==> src/rtl/pif_arb_pkg.sv <==
// -----------------------------------------------------------------------------
// pif_arb_pkg
// Shared constants and types for the PIF RAM arbiter.
//   NUM_REQ    : default requester count (0 = SI DMA, 1 = joybus, 2 = boot seq)
//   LEN_W      : default burst-length field width (burst = len+1 words)
//   PIF_ADDR_W : PIF RAM word address width
//   PIF_DATA_W : PIF RAM data width
//   arb_state_e: arbiter FSM states
// -----------------------------------------------------------------------------
package pif_arb_pkg;

  localparam int NUM_REQ    = 3;
  localparam int LEN_W      = 4;
  localparam int PIF_ADDR_W = 9;
  localparam int PIF_DATA_W = 32;

  typedef enum logic {
    IDLE  = 1'b0,
    BURST = 1'b1
  } arb_state_e;

  // Width of a requester index; never below one bit.
  function automatic int idx_width(input int n);
    return (n > 1) ? $clog2(n) : 1;
  endfunction

endpackage

==> src/rtl/pif_ram_arbiter_if.sv <==
// -----------------------------------------------------------------------------
// pif_ram_arbiter_if
// Bundles the requester-side burst handshake and the PIF RAM 32-bit port.
//   req/we/addr/len/wdata : per-requester burst request (flattened vectors)
//   ack/done/rvalid/rdata : per-requester responses (one-hot)
//   ram_address/ram_wren/ram_data/ram_q : PIF RAM 32-bit port
// Modports: slave = arbiter, master = requesters plus RAM.
//
// Handshake: a requester raises req[i] with we/addr/len stable and keeps it high
// until done[i]. Every cycle ack[i] is high one word is transferred and the
// requester advances wdata on the following cycle. Dropping req[i] before done
// aborts the burst. For reads, rvalid[i]/rdata arrive one cycle after each ack.
// -----------------------------------------------------------------------------
interface pif_ram_arbiter_if #(
  parameter int NUM_REQ = pif_arb_pkg::NUM_REQ,
  parameter int LEN_W   = pif_arb_pkg::LEN_W
);

  localparam int AW = pif_arb_pkg::PIF_ADDR_W;
  localparam int DW = pif_arb_pkg::PIF_DATA_W;

  logic [NUM_REQ-1:0]       req;
  logic [NUM_REQ-1:0]       we;
  logic [NUM_REQ*AW-1:0]    addr;
  logic [NUM_REQ*LEN_W-1:0] len;
  logic [NUM_REQ*DW-1:0]    wdata;
  logic [NUM_REQ-1:0]       ack;
  logic [NUM_REQ-1:0]       done;
  logic [NUM_REQ-1:0]       rvalid;
  logic [DW-1:0]            rdata;
  logic [AW-1:0]            ram_address;
  logic                     ram_wren;
  logic [DW-1:0]            ram_data;
  logic [DW-1:0]            ram_q;

  modport slave (
    input  req, we, addr, len, wdata, ram_q,
    output ack, done, rvalid, rdata, ram_address, ram_wren, ram_data
  );

  modport master (
    output req, we, addr, len, wdata, ram_q,
    input  ack, done, rvalid, rdata, ram_address, ram_wren, ram_data
  );

endinterface

==> src/rtl/pif_rr_picker.sv <==
// -----------------------------------------------------------------------------
// pif_rr_picker
// Combinational round-robin selector. Priority starts at (last_owner+1) mod
// NUM_REQ and wraps around.
//   req_i        : request vector
//   last_owner_i : index of the previous burst owner
//   grant_o      : one-hot winner (all zero when no request)
//   idx_o        : index of the winner (0 when no request)
// -----------------------------------------------------------------------------
module pif_rr_picker
  import pif_arb_pkg::*;
#(
  parameter int NUM_REQ = pif_arb_pkg::NUM_REQ,
  parameter int IDX_W   = idx_width(NUM_REQ)
) (
  input  logic [NUM_REQ-1:0] req_i,
  input  logic [IDX_W-1:0]   last_owner_i,
  output logic [NUM_REQ-1:0] grant_o,
  output logic [IDX_W-1:0]   idx_o
);

  function automatic logic [IDX_W-1:0] slot(input logic [IDX_W-1:0] base, input int k);
    return IDX_W'((int'(base) + k) % NUM_REQ);
  endfunction

  // Scan from lowest priority to highest so the highest-priority hit is the
  // last write and wins.
  always_comb begin
    grant_o = '0;
    idx_o   = '0;
    for (int k = NUM_REQ; k >= 1; k--) begin
      if (req_i[slot(last_owner_i, k)]) begin
        grant_o                         = '0;
        grant_o[slot(last_owner_i, k)]  = 1'b1;
        idx_o                           = slot(last_owner_i, k);
      end
    end
  end

endmodule

==> src/rtl/pif_ram_arbiter.sv <==
// -----------------------------------------------------------------------------
// pif_ram_arbiter
// Round-robin burst arbiter in front of the PIF RAM 32-bit port.
//   clk     : clock
//   reset   : synchronous, active-high reset
//   bus     : requester handshake + RAM port (slave modport)
//   state_o : current FSM state, for observation
// One RAM word per cycle while a burst owns the port; each burst is followed
// by at least one IDLE cycle in which the next owner is chosen.
// -----------------------------------------------------------------------------
module pif_ram_arbiter
  import pif_arb_pkg::*;
#(
  parameter int NUM_REQ = pif_arb_pkg::NUM_REQ,
  parameter int LEN_W   = pif_arb_pkg::LEN_W
) (
  input  logic             clk,
  input  logic             reset,
  pif_ram_arbiter_if.slave bus,
  output arb_state_e       state_o
);

  localparam int IDX_W = idx_width(NUM_REQ);

  arb_state_e              state_q, state_d;
  logic [IDX_W-1:0]        owner_q, last_owner_q, rv_owner_q, pick_idx;
  logic [NUM_REQ-1:0]      pick_grant;
  logic                    we_q, rvalid_q;
  logic [PIF_ADDR_W-1:0]   cnt_q, hold_addr_q;
  logic [LEN_W-1:0]        rem_q;
  logic                    start, access, abort, last;

  pif_rr_picker #(.NUM_REQ(NUM_REQ), .IDX_W(IDX_W)) u_picker (
    .req_i        (bus.req),
    .last_owner_i (last_owner_q),
    .grant_o      (pick_grant),
    .idx_o        (pick_idx)
  );

  // Next state and per-cycle actions. Reset suppresses every action in the
  // cycle it is asserted, so an abandoned burst produces no ack/done/rvalid.
  always_comb begin
    state_d = state_q;
    start   = 1'b0;
    access  = 1'b0;
    abort   = 1'b0;
    last    = 1'b0;
    case (state_q)
      IDLE: begin
        if (|bus.req) begin
          start   = 1'b1;
          state_d = BURST;
        end
      end
      BURST: begin
        if (!bus.req[owner_q]) begin
          abort   = 1'b1;
          state_d = IDLE;
        end else begin
          access = 1'b1;
          if (rem_q == '0) begin
            last    = 1'b1;
            state_d = IDLE;
          end
        end
      end
      default: state_d = IDLE;
    endcase
    if (reset) begin
      state_d = IDLE;
      start   = 1'b0;
      access  = 1'b0;
      abort   = 1'b0;
      last    = 1'b0;
    end
  end

  always_comb begin
    bus.ack                 = '0;
    bus.done                = '0;
    bus.rvalid              = '0;
    bus.ack[owner_q]        = access;
    bus.done[owner_q]       = last;
    bus.rvalid[rv_owner_q]  = rvalid_q && !reset;
    bus.rdata               = (rvalid_q && !reset) ? bus.ram_q : '0;
    bus.ram_wren            = access && we_q;
    // Address is held at the last issued word whenever no access happens.
    bus.ram_address         = access ? cnt_q : hold_addr_q;
    bus.ram_data            = bus.wdata[owner_q*PIF_DATA_W +: PIF_DATA_W];
  end

  assign state_o = state_q;

  always_ff @(posedge clk) begin
    if (reset) begin
      state_q      <= IDLE;
      last_owner_q <= IDX_W'(NUM_REQ - 1);
      owner_q      <= '0;
      we_q         <= 1'b0;
      cnt_q        <= '0;
      hold_addr_q  <= '0;
      rem_q        <= '0;
      rvalid_q     <= 1'b0;
      rv_owner_q   <= '0;
    end else begin
      state_q  <= state_d;
      // RAM read data is registered, so rvalid trails the read access by one.
      rvalid_q <= access && !we_q;
      if (access) rv_owner_q <= owner_q;
      if (start) begin
        owner_q <= pick_idx;
        we_q    <= |(bus.we & pick_grant);
        cnt_q   <= bus.addr[pick_idx*PIF_ADDR_W +: PIF_ADDR_W];
        rem_q   <= bus.len[pick_idx*LEN_W +: LEN_W];
      end
      if (access) begin
        cnt_q       <= cnt_q + 1'b1;   // 511 wraps to 0
        rem_q       <= rem_q - 1'b1;
        hold_addr_q <= cnt_q;
      end
      if (last || abort) last_owner_q <= owner_q;
    end
  end

endmodule

==> src/flat_wrapper.sv <==
// flat-port wrapper written by rule: the top's interface ports become plain ports
module pif_ram_arbiter_flat import pif_arb_pkg::*;
#(
  parameter int NUM_REQ = pif_arb_pkg::NUM_REQ,
  parameter int LEN_W   = pif_arb_pkg::LEN_W
)
  (clk, reset, state_o, bus_req, bus_we, bus_addr, bus_len, bus_wdata, bus_ram_q, bus_ack, bus_done, bus_rvalid, bus_rdata, bus_ram_address, bus_ram_wren, bus_ram_data);
  pif_ram_arbiter_if #(.NUM_REQ(NUM_REQ), .LEN_W(LEN_W)) bus_i ();
  input  logic clk;
  input  logic reset;
  output arb_state_e state_o;
  input wire logic [$bits(bus_i.req)-1:0] bus_req;
  input wire logic [$bits(bus_i.we)-1:0] bus_we;
  input wire logic [$bits(bus_i.addr)-1:0] bus_addr;
  input wire logic [$bits(bus_i.len)-1:0] bus_len;
  input wire logic [$bits(bus_i.wdata)-1:0] bus_wdata;
  input wire logic [$bits(bus_i.ram_q)-1:0] bus_ram_q;
  output wire logic [$bits(bus_i.ack)-1:0] bus_ack;
  output wire logic [$bits(bus_i.done)-1:0] bus_done;
  output wire logic [$bits(bus_i.rvalid)-1:0] bus_rvalid;
  output wire logic [$bits(bus_i.rdata)-1:0] bus_rdata;
  output wire logic [$bits(bus_i.ram_address)-1:0] bus_ram_address;
  output wire logic [$bits(bus_i.ram_wren)-1:0] bus_ram_wren;
  output wire logic [$bits(bus_i.ram_data)-1:0] bus_ram_data;
  assign bus_i.req = bus_req;
  assign bus_i.we = bus_we;
  assign bus_i.addr = bus_addr;
  assign bus_i.len = bus_len;
  assign bus_i.wdata = bus_wdata;
  assign bus_i.ram_q = bus_ram_q;
  assign bus_ack = bus_i.ack;
  assign bus_done = bus_i.done;
  assign bus_rvalid = bus_i.rvalid;
  assign bus_rdata = bus_i.rdata;
  assign bus_ram_address = bus_i.ram_address;
  assign bus_ram_wren = bus_i.ram_wren;
  assign bus_ram_data = bus_i.ram_data;
  pif_ram_arbiter #(.NUM_REQ(NUM_REQ), .LEN_W(LEN_W)) u_core (.clk(clk), .reset(reset), .bus(bus_i), .state_o(state_o));
endmodule
==> config.mk <==
export PLATFORM = sky130hd
export DESIGN_NAME = pif_ram_arbiter_flat
export DESIGN_NICKNAME = d
export VERILOG_FILES = /design/src/rtl/pif_arb_pkg.sv /design/src/rtl/pif_ram_arbiter_if.sv /design/src/rtl/pif_rr_picker.sv /design/src/rtl/pif_ram_arbiter.sv /design/src/flat_wrapper.sv
export SDC_FILE = /design/constraint.sdc
export NUM_CORES = 1
export LEC_CHECK = 0
export BUFFER_PORTS_ARGS = -buffer_cell sky130_fd_sc_hd__buf_4
export CORE_AREA = 3 3 98 100
export CTS_BUF_LIST = sky130_fd_sc_hd__clkbuf_4
export CTS_CLUSTER_DIAMETER = 100
export DETAILED_ROUTE_END_ITERATION = 10
export DIE_AREA = 0 0 101 103
export GPL_TIMING_DRIVEN = 0
export HOLD_SLACK_MARGIN = 0.15
export PLACE_DENSITY = 0.77
export RECOVER_POWER = 50
export REMOVE_ABC_BUFFERS = 1
export SLEW_MARGIN = 20
export SYNTH_ARGS = -nofsm -noshare
export SYNTH_HDL_FRONTEND = slang
export SYNTH_HIERARCHICAL = 1
export SYNTH_SLANG_ARGS = --single-unit
==> constraint.sdc <==
create_clock -name clk -period 6.88 [get_ports clk]
set_input_delay 0.344 -clock clk [delete_from_list [all_inputs] [get_ports clk]]
set_output_delay 0.344 -clock clk [all_outputs]
set_load 0.02 [all_outputs]
Yosys cells after proc, flatten, opt, wreduce, memory -nomap -nowiden
Cells that the tools add are included. W data, S select, Z words.

$add $sub $neg: 5. $lt $le $gt $ge: 10. Mux-type cells: 46. $mul: 1. Div/mod/pow operators: 3. Bitwise logic cells: 5. Reduce and logical (&&, ||, !) cells: 15. Shift operators: 3.

Operators by type and width (number): $mod A32 B3 Y32 const B (3); $shiftx A96 B8 Y32 (1); $mux W32 (1); $mux W9 (3); $shiftx A27 B7 Y9 (1); $mux W1 (24); $lt A2 B3 Y1 const B (5); $and A3 B3 Y3 (4); $shiftx A12 B5 Y4 (1); $demux W1 S2 (5); $ge A2 B1 Y1 const B (5); $add A9 B1 Y9 const B (1); $mux W3 (3); $bmux W1 S2 (4); $logic_and A1 B1 Y1 (8); $mux W4 (2); $add A2 B2 Y3 const B (2); $mul A2 B4 Y6 const B (1); $mux W2 (3); $reduce_or A3 Y1 (2); $logic_not A4 Y1 (1); $sub A4 B1 Y4 const B (1); $add A2 B1 Y3 const B (1); $logic_not A1 Y1 (2); 4 further kinds (4).

Input bits: 175. Output and inout bits: 84. Word-level logic and storage cells: 97. Register bits: 31.

Depth between registers and ports, before layout
Gate-level depths: netlist (run 1).

Word-level depth: 11. Depth in mapped cells: 14. Gate-level depth less buffers: 11.

Cells and area by module
Netlist (run 1), hierarchy kept.

By module, submodules not included: pif_ram_arbiter (area an instance 2691.3 um^2, instances 1, cells each 360, seq. area each 620.6 um^2); pif_rr_picker (area an instance 290.3 um^2, instances 1, cells each 43, seq. area each 0.0 um^2).

Worst setup path before layout (run 1)
No wires, ideal clock.

Path kind: register to register. From: register u_core.last_owner_q[0]. To: register u_core.cnt_q[6]. Path slack: 4316 ps. Arrival: 2444 ps. Cell stages (with the launch flop): 15. Data required time: 6760 ps. Buffers on the path: 3. Period minus slack after synthesis: 2564 ps. Library setup time: 120 ps. Cells stage by stage: dfxtp_1 inv_1 ha_1 buf_2 and3b_1 nor4_1 nor3_1 a21oi_1 buf_2 buf_2 mux2i_1 nor2_1 a21oi_1 nor2_1 a211o_1.

Longest elaborated chain between the ends: 11. Elaborated cells on any way between the ends: 19. Classes of those cells: add/sub: 3; mul: 1; div: 3; shift: 1; mux: 11.

RTL lines: from (decl) (line pif_ram_arbiter.sv:26) `logic [IDX_W-1:0] owner_q, last_owner_q, rv_owner_q, pick_idx;`; from (signal assigned) (line pif_ram_arbiter.sv:97) `last_owner_q <= IDX_W'(NUM_REQ - 1);`; from (signal assigned) (line pif_ram_arbiter.sv:121) `if (last || abort) last_owner_q <= owner_q;`; $add A2 B2 Y3 (line pif_rr_picker.sv:23) `return IDX_W'((int'(base) + k) % NUM_REQ);`; $mod A32 B3 Y32 (line pif_rr_picker.sv:23); $bmux W1 S2 (line pif_rr_picker.sv:32) `if (req_i[slot(last_owner_i, k)]) begin`; $mux W1 (implied by the code) (line pif_rr_picker.sv:32); $mux W2 (2 in series) (line pif_rr_picker.sv:32); $mux W2 * (line pif_rr_picker.sv:32); net u_core.pick_idx[0] (line pif_ram_arbiter.sv:26); $mul A2 B4 Y6 * (line pif_ram_arbiter.sv:113) `cnt_q <= bus.addr[pick_idx*PIF_ADDR_W +: PIF_ADDR_W];`; $shiftx A27 B7 Y9 * (line pif_ram_arbiter.sv:113); $mux W9 * (line pif_ram_arbiter.sv:110) `if (start) begin`; $mux W9 * (line pif_ram_arbiter.sv:116) `if (access) begin`; to (signal assigned) (line pif_ram_arbiter.sv:113); to (signal assigned) (line pif_ram_arbiter.sv:117) `cnt_q <= cnt_q + 1'b1;`; to (decl) (line pif_ram_arbiter.sv:29) `logic [PIF_ADDR_W-1:0] cnt_q, hold_addr_q;`.

Mark *: on every way through the listed nets, which the timed path passes. The rest lies on a longest branch. The select of a mux whose other input is x is not followed. A chain may end at the register's enable or synchronous reset.

Worst setup path after layout (run 1)
From: register u_core.last_owner_q[0]. To: register u_core.rem_q[3].

Longest elaborated chain between the ends: 10. Elaborated cells on any way between the ends: 18. Classes of those cells: add/sub: 3; div: 3; shift: 1; mux: 11.

RTL lines: $add A2 B2 Y3 (line pif_rr_picker.sv:23); $mod A32 B3 Y32 (line pif_rr_picker.sv:23); $bmux W1 S2 (line pif_rr_picker.sv:32); $mux W1 (implied by the code) (line pif_rr_picker.sv:32); $mux W2 (2 in series) (line pif_rr_picker.sv:32); $mux W2 * (line pif_rr_picker.sv:32); net u_core.pick_idx[1] (line pif_ram_arbiter.sv:26); $shiftx A12 B5 Y4 * (line pif_ram_arbiter.sv:114) `rem_q <= bus.len[pick_idx*LEN_W +: LEN_W];`; $mux W4 * (line pif_ram_arbiter.sv:110); $mux W4 * (line pif_ram_arbiter.sv:116); to (signal assigned) (line pif_ram_arbiter.sv:114); to (signal assigned) (line pif_ram_arbiter.sv:118) `rem_q <= rem_q - 1'b1;`; to (decl) (line pif_ram_arbiter.sv:30) `logic [LEN_W-1:0] rem_q;`.

Marked as above.

==> results by group, run 1 <==
Power
  – Flop pwr share: between 20% and 30%
  – Internal: around 550 uW
  – Combinational share of power: between 60% and 70%
  – Net Sw Power: about 470 uW
  – Cell area power density: approximately 210 nW/um^2
  – Switching power share of the total: around 46%
  – Clock power frac: approximately a tenth
  – P_leak: ~0.0023 uW
  – Overall power: just over 1000 uW
  – Max IR drop VDD: 93.7 uV

Die
  – Core Footprint: a little under 9000 um^2
  – Die Ht: between 100 and 150 um
  – Boundary Pins: 259
  – Die ar.: approximately 10000 um^2
  – Die width: 101 um
  – Num rows: 34
  – Initial Util: 34.0%

Hold path
  – Hold Crit Start: bus_len[8]
  – Worst hold path class: in -> reg
  – Worst Hold End: u_core/rem_q[0]
  – Worst Hold Depth: 5

Cells and area
  – Ratio of cells with drive above 1 in the final layout: 41.0%
  – N_diodes: 0
  – Area growth, synth to finish: 63.7%
  – Number of fill cells: 854
  – Design Area, Final: 4880 um^2
  – Register area: 624 um^2
  – Layout net count: 820
  – Area of the multi-input gates: around 2100 um^2

Critical path
  – RR Endpoint: u_core/rem_q[3]
  – CP endpoint kind: register
  – R2R depth: 11
  – Critical Path Source Type: register
  – RR Startpoint: u_core/last_owner_q[0]
  – Crit path required time: around 7 ns
  – Arrival time worst endpoint: ~4.4 ns
  – Crit path max fanout: 20
  – CP Class: reg -> reg
  – R2R setup slack: between 2 and 3 ns

Yosys
  – Share of the synthesized area in the top cell type: a little over a fifth
  – Post-synthesis sequential area ratio: a little over a fifth
  – Ys async rst share: 0%
  – Ranking of synthesized cells by area: dfxtp_1 21%, mux2i_1 16%, and2_1 8.4%
  – Biggest area consumer among synthesized cells: dfxtp_1
  – Most used DFF post-synth: dfxtp_1
  – Synth Register Bits: 31
  – YS warnings: 6
  – Syn Inst Count: between 400 and 500
  – EDFF count, synth: 0
  – Synth unique cells: between 50 and 60
  – Syn Area/Cell: between 7 and 8 um^2
  – Synthesized area: 2980 um^2

STA
  – Final Cycle Share: approximately 60%
  – Measured slew at the worst slew-check pin: roughly 2.3 ns
  – Final hold vios: 0
  – Slew margin rel.: -51.0%
  – Final worst slack: 2.68 ns
  – Final setup viols: 0
  – Fmax: ~240 MHz
  – Tmin final: 4.20 ns
  – Setup TNS: 0 ns
  – Final Max Slew Viols: 21
  – RSZ-0062 raised after global routing: false
  – Clock skew: 0.00713 ns

Routing
  – Number of remaining DRC errors: 0
  – Final WL: around 12000 um
  – Starting DRT DRC Count: 197
  – Via Count: 3802
  – Final ANT Viol Nets: 0
  – Avg Vias per Cell: around 5.1
  – Wire length per cell: approximately 16 um
  – TritonRoute pass-1 iters: 5

Global routing
  – Initial antenna violation count: 1
  – Largest net degree at the start of global routing: 42
  – Gr ovfl total: 0
  – Global-route usage over all layers: between 20% and 30%
  – Vias in the first global route: between 3000 and 4000
  – First-pass GRT wire length: between 15000 and 20000 um

Clock tree
  – CTS tree: built
  – Setup bufs post-CTS: 0
  – Clk sinks: 31
  – Longest Clk Path Bufs: 2
  – Worst-Skew Late Latency: about 0.32 ns
  – # hold bufs at CTS: 0
  – Root Buffer Master: clkbuf_4
  – Htree depth: 2
  – Worst-path clk slew: ~0.090 ns
  – Total CTS buffers: 5
  – CTS resizes: 0

Place
  – DP Area: slightly below 5000 um^2
  – Pre-CTS setup slack: roughly 3.5 ns
  – DP Wirelength: 9610 um
  – Routability Congestion: 0.881
  – PortBufs: 258

Flow run
  – Max_cap viols: 1

Outcome
  – Outcome: complete, but fails checks
  – Violated checks: capacitance limit, slew limit
-- registers in the layout, summed over array words and instances, names as in the netlist --
| name | flops |
|---|---|
| u_core/cnt_q | 9 |
| u_core/hold_addr_q | 9 |
| u_core/last_owner_q | 2 |
| u_core/owner_q | 2 |
| u_core/rem_q | 4 |
| u_core/rv_owner_q | 2 |
| u_core/rvalid_q | 1 |
| u_core/state_o | 1 |
| u_core/we_q | 1 |
-- critical path: stages, from the launching register on --
cell and delay [ns]:
dfxtp_1 0.38, inv_1 0.09, ha_1 0.39, nand2_1 0.14
a21boi_0 0.17, o21ai_0 0.10, o32ai_1 1.75, nor2b_1 0.61
nand2_1 0.09, o21ai_0 0.10, a22oi_1 0.11, o311ai_0 0.15
-- power by group through the flow --
stage	combinational (uW)	sequential, uW	clock [uW]
final	643	278	95.8
after global routing	704	287	106
after global placement	649	279	0
after detailed placement	659	284	0
after floorplan	399	262	0
after CTS	660	280	99.1
-- synthesized netlist by cell type, types with 6 or more instances --
library cell and instances:
buf_2 13, a21oi_1 15, o21ai_0 48, a31oi_1 8, and2_1 40, nor3_1 9, clkbuf_1 13, ha_1 6
mux2_4 8, inv_1 14, mux2i_1 49, and3_1 7, nor2_1 22, dfxtp_1 31, nand2_1 60
-- logic make-up (layout without fill, tap and decap cells) --
logic type / Yosys count / count (layout) / share of synthesized area, %
AND/OR/NAND/NOR: 161 / 161 / 26.9
AO/OA/AOI/OAI: 101 / 101 / 21.3
multiplexers: 60 / 60 / 21.8
buffers and inverters: 44 / 280 / 6.71
flip-flops: 31 / 31 / 20.8
adder cells (fa/ha/maj): 6 / 6 / 2.52
-- per-layer routing --
metal / vias to the layer above / share of wire, % / GRT usage (%)
met4: 2 / 1.2 / 3.48
met2: 172 / 49 / 38.8
met1: 1720 / 39 / 24.6
met3: 12 / 11 / 7.44
met5: - / 0.17 / 0
li1: 1896 / - / -
-- area by class of cell --
class	count	share of cell area (%)
Clock buffer	5	0.769
Clock inverter	2	0.179
Inverter	14	1.08
Multi-Input combinational cell	328	43.3
Sequential cell	31	12.8
Tap cell	108	2.77
Timing Repair Buffer	259	39.1
-- worst max path at each step --
stage	from	end	slack (ns)
global route	u_core/last_owner_q[0]	u_core/rem_q[2]	2.16
global placement	u_core/last_owner_q[0]	u_core/rem_q[3]	2.86
CTS	u_core/last_owner_q[0]	u_core/cnt_q[2]	3.44
floorplan	u_core/last_owner_q[0]	u_core/rem_q[3]	3.64
detailed placement	u_core/last_owner_q[0]	u_core/rem_q[3]	3.48
finish	u_core/last_owner_q[0]	u_core/rem_q[3]	2.68
-- per-stage QoR --
step,hold WS (ns),std cells,utilization [%]
after floorplan,0.407,373,-
after global placement,0.422,739,56.0
after detailed placement,0.421,740,56.4
after CTS,0.361,747,56.9
after global routing,0.385,747,55.7
final,0.367,747,55.7
-- cells in the final DEF, fill, tap and decap left out, types with 2 or more instances in the layout --
cell       netlist  final
a31oi_1          8      8
o21ai_0         48     50
inv_1           14     14
nand4_1          2      2
nor2_1          22     22
nor3_1           9      9
buf_4            1    247
a22oi_1          2      2
nand3_1          4      4
mux2i_1         49     50
o31ai_1          2      2
mux2_1           0      8
and2_0           0     26
and3_1           7      7
dfxtp_1         31     30
nand2_1         60     60
nand2b_1         2      2
nor4_1           4      4
nor2b_1          3      3
a211o_1          2      2
a211oi_1         5      5
ha_1             6      6
clkbuf_4         0      5
nor3b_1          3      3
and2_1          40     14
clkbuf_1        13     11
a21oi_1         15     15
a2111oi_0        2      2
Note: power is estimated with default switching activity, not from simulation.
==> run 2: changes to the inputs <==
--- a/config.mk
+++ b/config.mk
@@ -6,14 +6,14 @@
 export NUM_CORES = 1
 export LEC_CHECK = 0
 export BUFFER_PORTS_ARGS = -buffer_cell sky130_fd_sc_hd__buf_4
-export CORE_AREA = 3 3 98 100
+export CORE_AREA = 3 3 99 101
 export CTS_BUF_LIST = sky130_fd_sc_hd__clkbuf_4
 export CTS_CLUSTER_DIAMETER = 100
 export DETAILED_ROUTE_END_ITERATION = 10
-export DIE_AREA = 0 0 101 103
+export DIE_AREA = 0 0 102 104
 export GPL_TIMING_DRIVEN = 0
 export HOLD_SLACK_MARGIN = 0.15
-export PLACE_DENSITY = 0.77
+export PLACE_DENSITY = 0.76
 export RECOVER_POWER = 50
 export REMOVE_ABC_BUFFERS = 1
 export SLEW_MARGIN = 20
==> constraint.sdc (replaced) <==
create_clock -name clk -period 4.1 [get_ports clk]
set_input_delay 0.205 -clock clk [delete_from_list [all_inputs] [get_ports clk]]
set_output_delay 0.205 -clock clk [all_outputs]
set_load 0.02 [all_outputs]
==> run 2 against run 1 <==
Effect of this change:
- the run now ends clean
- count of clock-buffer cells in the layout did not move
- largest cell class unchanged
- clock skew rose by 0.00088 ns
- sequential power rose by 69%
- utilization fell by 1.6 points
- final cell count rose by 0.54%
- register-to-register slack got worse by 1.9 ns
- critical path type is now reg -> out
- highest routed layer is now met4
- clock power rose by 67%
- flip-flop and latch count did not move
- wire length rose by 2.4%
==> results by group, run 2 (same netlist as run 1, synthesis figures left out) <==
Die
  – Die ar.: 10600 um^2 (+2.0%)
  – Core Footprint: 9110 um^2 (+3.9%)
  – Boundary Pins: 259 (unchanged)
  – Die width: 102 um (+0.99%)
  – Initial Util: 32.7% (-1.3 points)
  – Num rows: 35 (+2.9%)
  – Die Ht: 104 um (+0.97%)

Flow run
  – Max_cap viols: 0 (-1)

Clock tree
  – Worst-Skew Late Latency: 0.32 ns (about the same)
  – CTS tree: built
  – Total CTS buffers: 5 (unchanged)
  – Root Buffer Master: clkbuf_4
  – Setup bufs post-CTS: 0 (unchanged)
  – CTS resizes: 0 (unchanged)
  – Htree depth: 2 (unchanged)
  – Worst-path clk slew: 0.10 ns (about the same)
  – Clk sinks: 31 (unchanged)
  – # hold bufs at CTS: 0 (unchanged)
  – Longest Clk Path Bufs: 2 (unchanged)

Global routing
  – Global-route usage over all layers: 21.2% (-0.13 points)
  – Initial antenna violation count: 0 (-1)
  – Gr ovfl total: 0 (unchanged)
  – Largest net degree at the start of global routing: 42 (unchanged)
  – First-pass GRT wire length: 18400 um (+3.3%)
  – Vias in the first global route: 3843 (+8.4%)

Cells and area
  – Most common cell after layout, fill and taps aside: buf_4
  – Largest regs: u_core/cnt_q x9, u_core/hold_addr_q x9, u_core/rem_q x4
  – Final core utilization: 54.1% (-1.6 points)
  – Layout net count: 820 (unchanged)
  – Number of fill cells: 865 (+1.3%)
  – Ratio of cells with drive above 1 in the final layout: 41.9% (+0.94 points)
  – Area growth, synth to finish: 65.1%
  – Most frequent cells in the layout: 244 x buf_4, 60 x nand2_1, 50 x mux2i_1

Routing
  – Final ANT Viol Nets: 0 (unchanged)
  – Avg Vias per Cell: 5.13 (+0.75%)
  – Final WL: 12100 um (+2.4%)
  – Starting DRT DRC Count: 185 (-6.1%)
  – Number of remaining DRC errors: 0 (unchanged)
  – TritonRoute pass-1 iters: 5 (unchanged)
  – Wire length per cell: 16.1 um (+1.8%)
  – Via Count: 3851 (+1.3%)

Place
  – PortBufs: 258 (unchanged)
  – Routability Congestion: 0.902 (+2.3%)
  – DP Wirelength: 9810 um (+2.0%)

STA
  – Measured slew at the worst slew-check pin: 1.38 ns (-0.876 ns)
  – Min Hold Slack: 0.214 ns (-0.153 ns)
  – Final Max Slew Viols: 0 (-100%)
  – Final Cycle Share: around four fifths
  – Fmax: ~300 MHz
  – Setup TNS: 0 ns (unchanged)
  – Slew margin rel.: 7.70% (+59 points)
  – Final setup viols: 0 (unchanged)
  – Tmin final: 3.34 ns
  – Clock skew: 0.00802 ns (+0.000885 ns)
  – RSZ-0062 raised after global routing: false
  – Final hold vios: 0 (unchanged)

Hold path
  – Worst hold path class: in -> reg

Critical path
  – Crit-path slowest cell: nor2_1
  – R2R setup slack: 0.76 ns (-1.92 ns)
  – Critical path origin: u_core/owner_q[0]
  – CP endpoint kind: output port
  – CP Class: reg -> out
  – Crit path max fanout: 41 (+110%)
  – Arrival time worst endpoint: 3.13 ns (-1.29 ns)
  – Crit-path cells: mux2i_1, o21a_2, nor2_1, nand2_1, inv_1, clkbuf_1
  – RR Endpoint: u_core/rem_q[3]
  – Critical Path Source Type: register
  – Crit path required time: 3.89 ns (-3.20 ns)
  – R2R depth: 11 (unchanged)
  – Critical Path Sink: bus_ack[2]
  – RR Startpoint: u_core/last_owner_q[0]
  – Delay of the slowest critical-path stage: 0.89 ns (-0.86 ns)

Outcome
  – Outcome: completed

Power
  – P_leak: 0.00228 uW (+0.47%)
  – Cell area power density: 352 nW/um^2 (+69%)
  – Max IR drop VDD: 170 uV (+82%)
[run 2: cell count changes in the layout (fill, tap and decap cells not counted), sizes merged]
cell	change
buf	-3
clkbuf	+3
diode	+1
[run 2: worst min-delay path by stage]
stage               slack (ns)                endpoint  cells past startpoint        start
floorplan                 0.27         u_core/cnt_q[3]                      1        reset
CTS                       0.20         u_core/rem_q[1]                      5   bus_len[9]
global placement          0.42         u_core/rvalid_q                      1  u_core/we_q
global route              0.22  u_core/last_owner_q[0]                      2        reset
detailed placement        0.43         u_core/rvalid_q                      1  u_core/we_q
finish                    0.21         u_core/rem_q[1]                      5   bus_len[9]
[run 2: critical path: cells and delay by family, from the launching register on]
kind / cells / cell delay (ns)
buf+inv: 2 / 0.36
compound gates: 1 / 0.29
flops: 1 / 0.79
mux: 1 / 0.26
simple gates: 2 / 1.09
[run 2: through the flow]
step                      instance area, um^2  power, uW  worst slack (ns)  cells
after floorplan                          2830       1110             0.855    373
after global placement                   4910       1570            0.0742    742
after detailed placement                 4940       1600             0.675    743
after CTS                                4990       1760             0.641    750
after global routing                     4920       1870             0.472    750
final                                    4920       1730             0.761    751
[run 2: area by class of cell]
type                            count  area (um^2)  share of cell area (%)
Multi-Input combinational cell    328         2160                    43.9
Inverter                           14         52.6                    1.07
Tap cell                          111          139                    2.82
Sequential cell                    31          626                    12.7
Clock buffer                        5         37.5                   0.762
Timing Repair Buffer              259         1900                    38.5
Antenna cell                        1         2.50                  0.0508
Clock inverter                      2         8.76                   0.178
[run 2: per-layer routing]
layer,share of wire [%],vias to the layer above,global-route usage [%]
li1,-,1904,-
met5,0,-,0
met3,9.7,12,5.50
met2,51,182,39.1
met1,38,1753,24.2
met4,1.4,0,4.22
[run 2: power by group]
part / switching (uW) / total [uW] / internal (uW) / leakage [uW]
sequential: 118 / 470 / 352 / 0.000255
combinational: 593 / 1100 / 512 / 0.00199
clock: 99.2 / 160 / 60.7 / 0.0000285
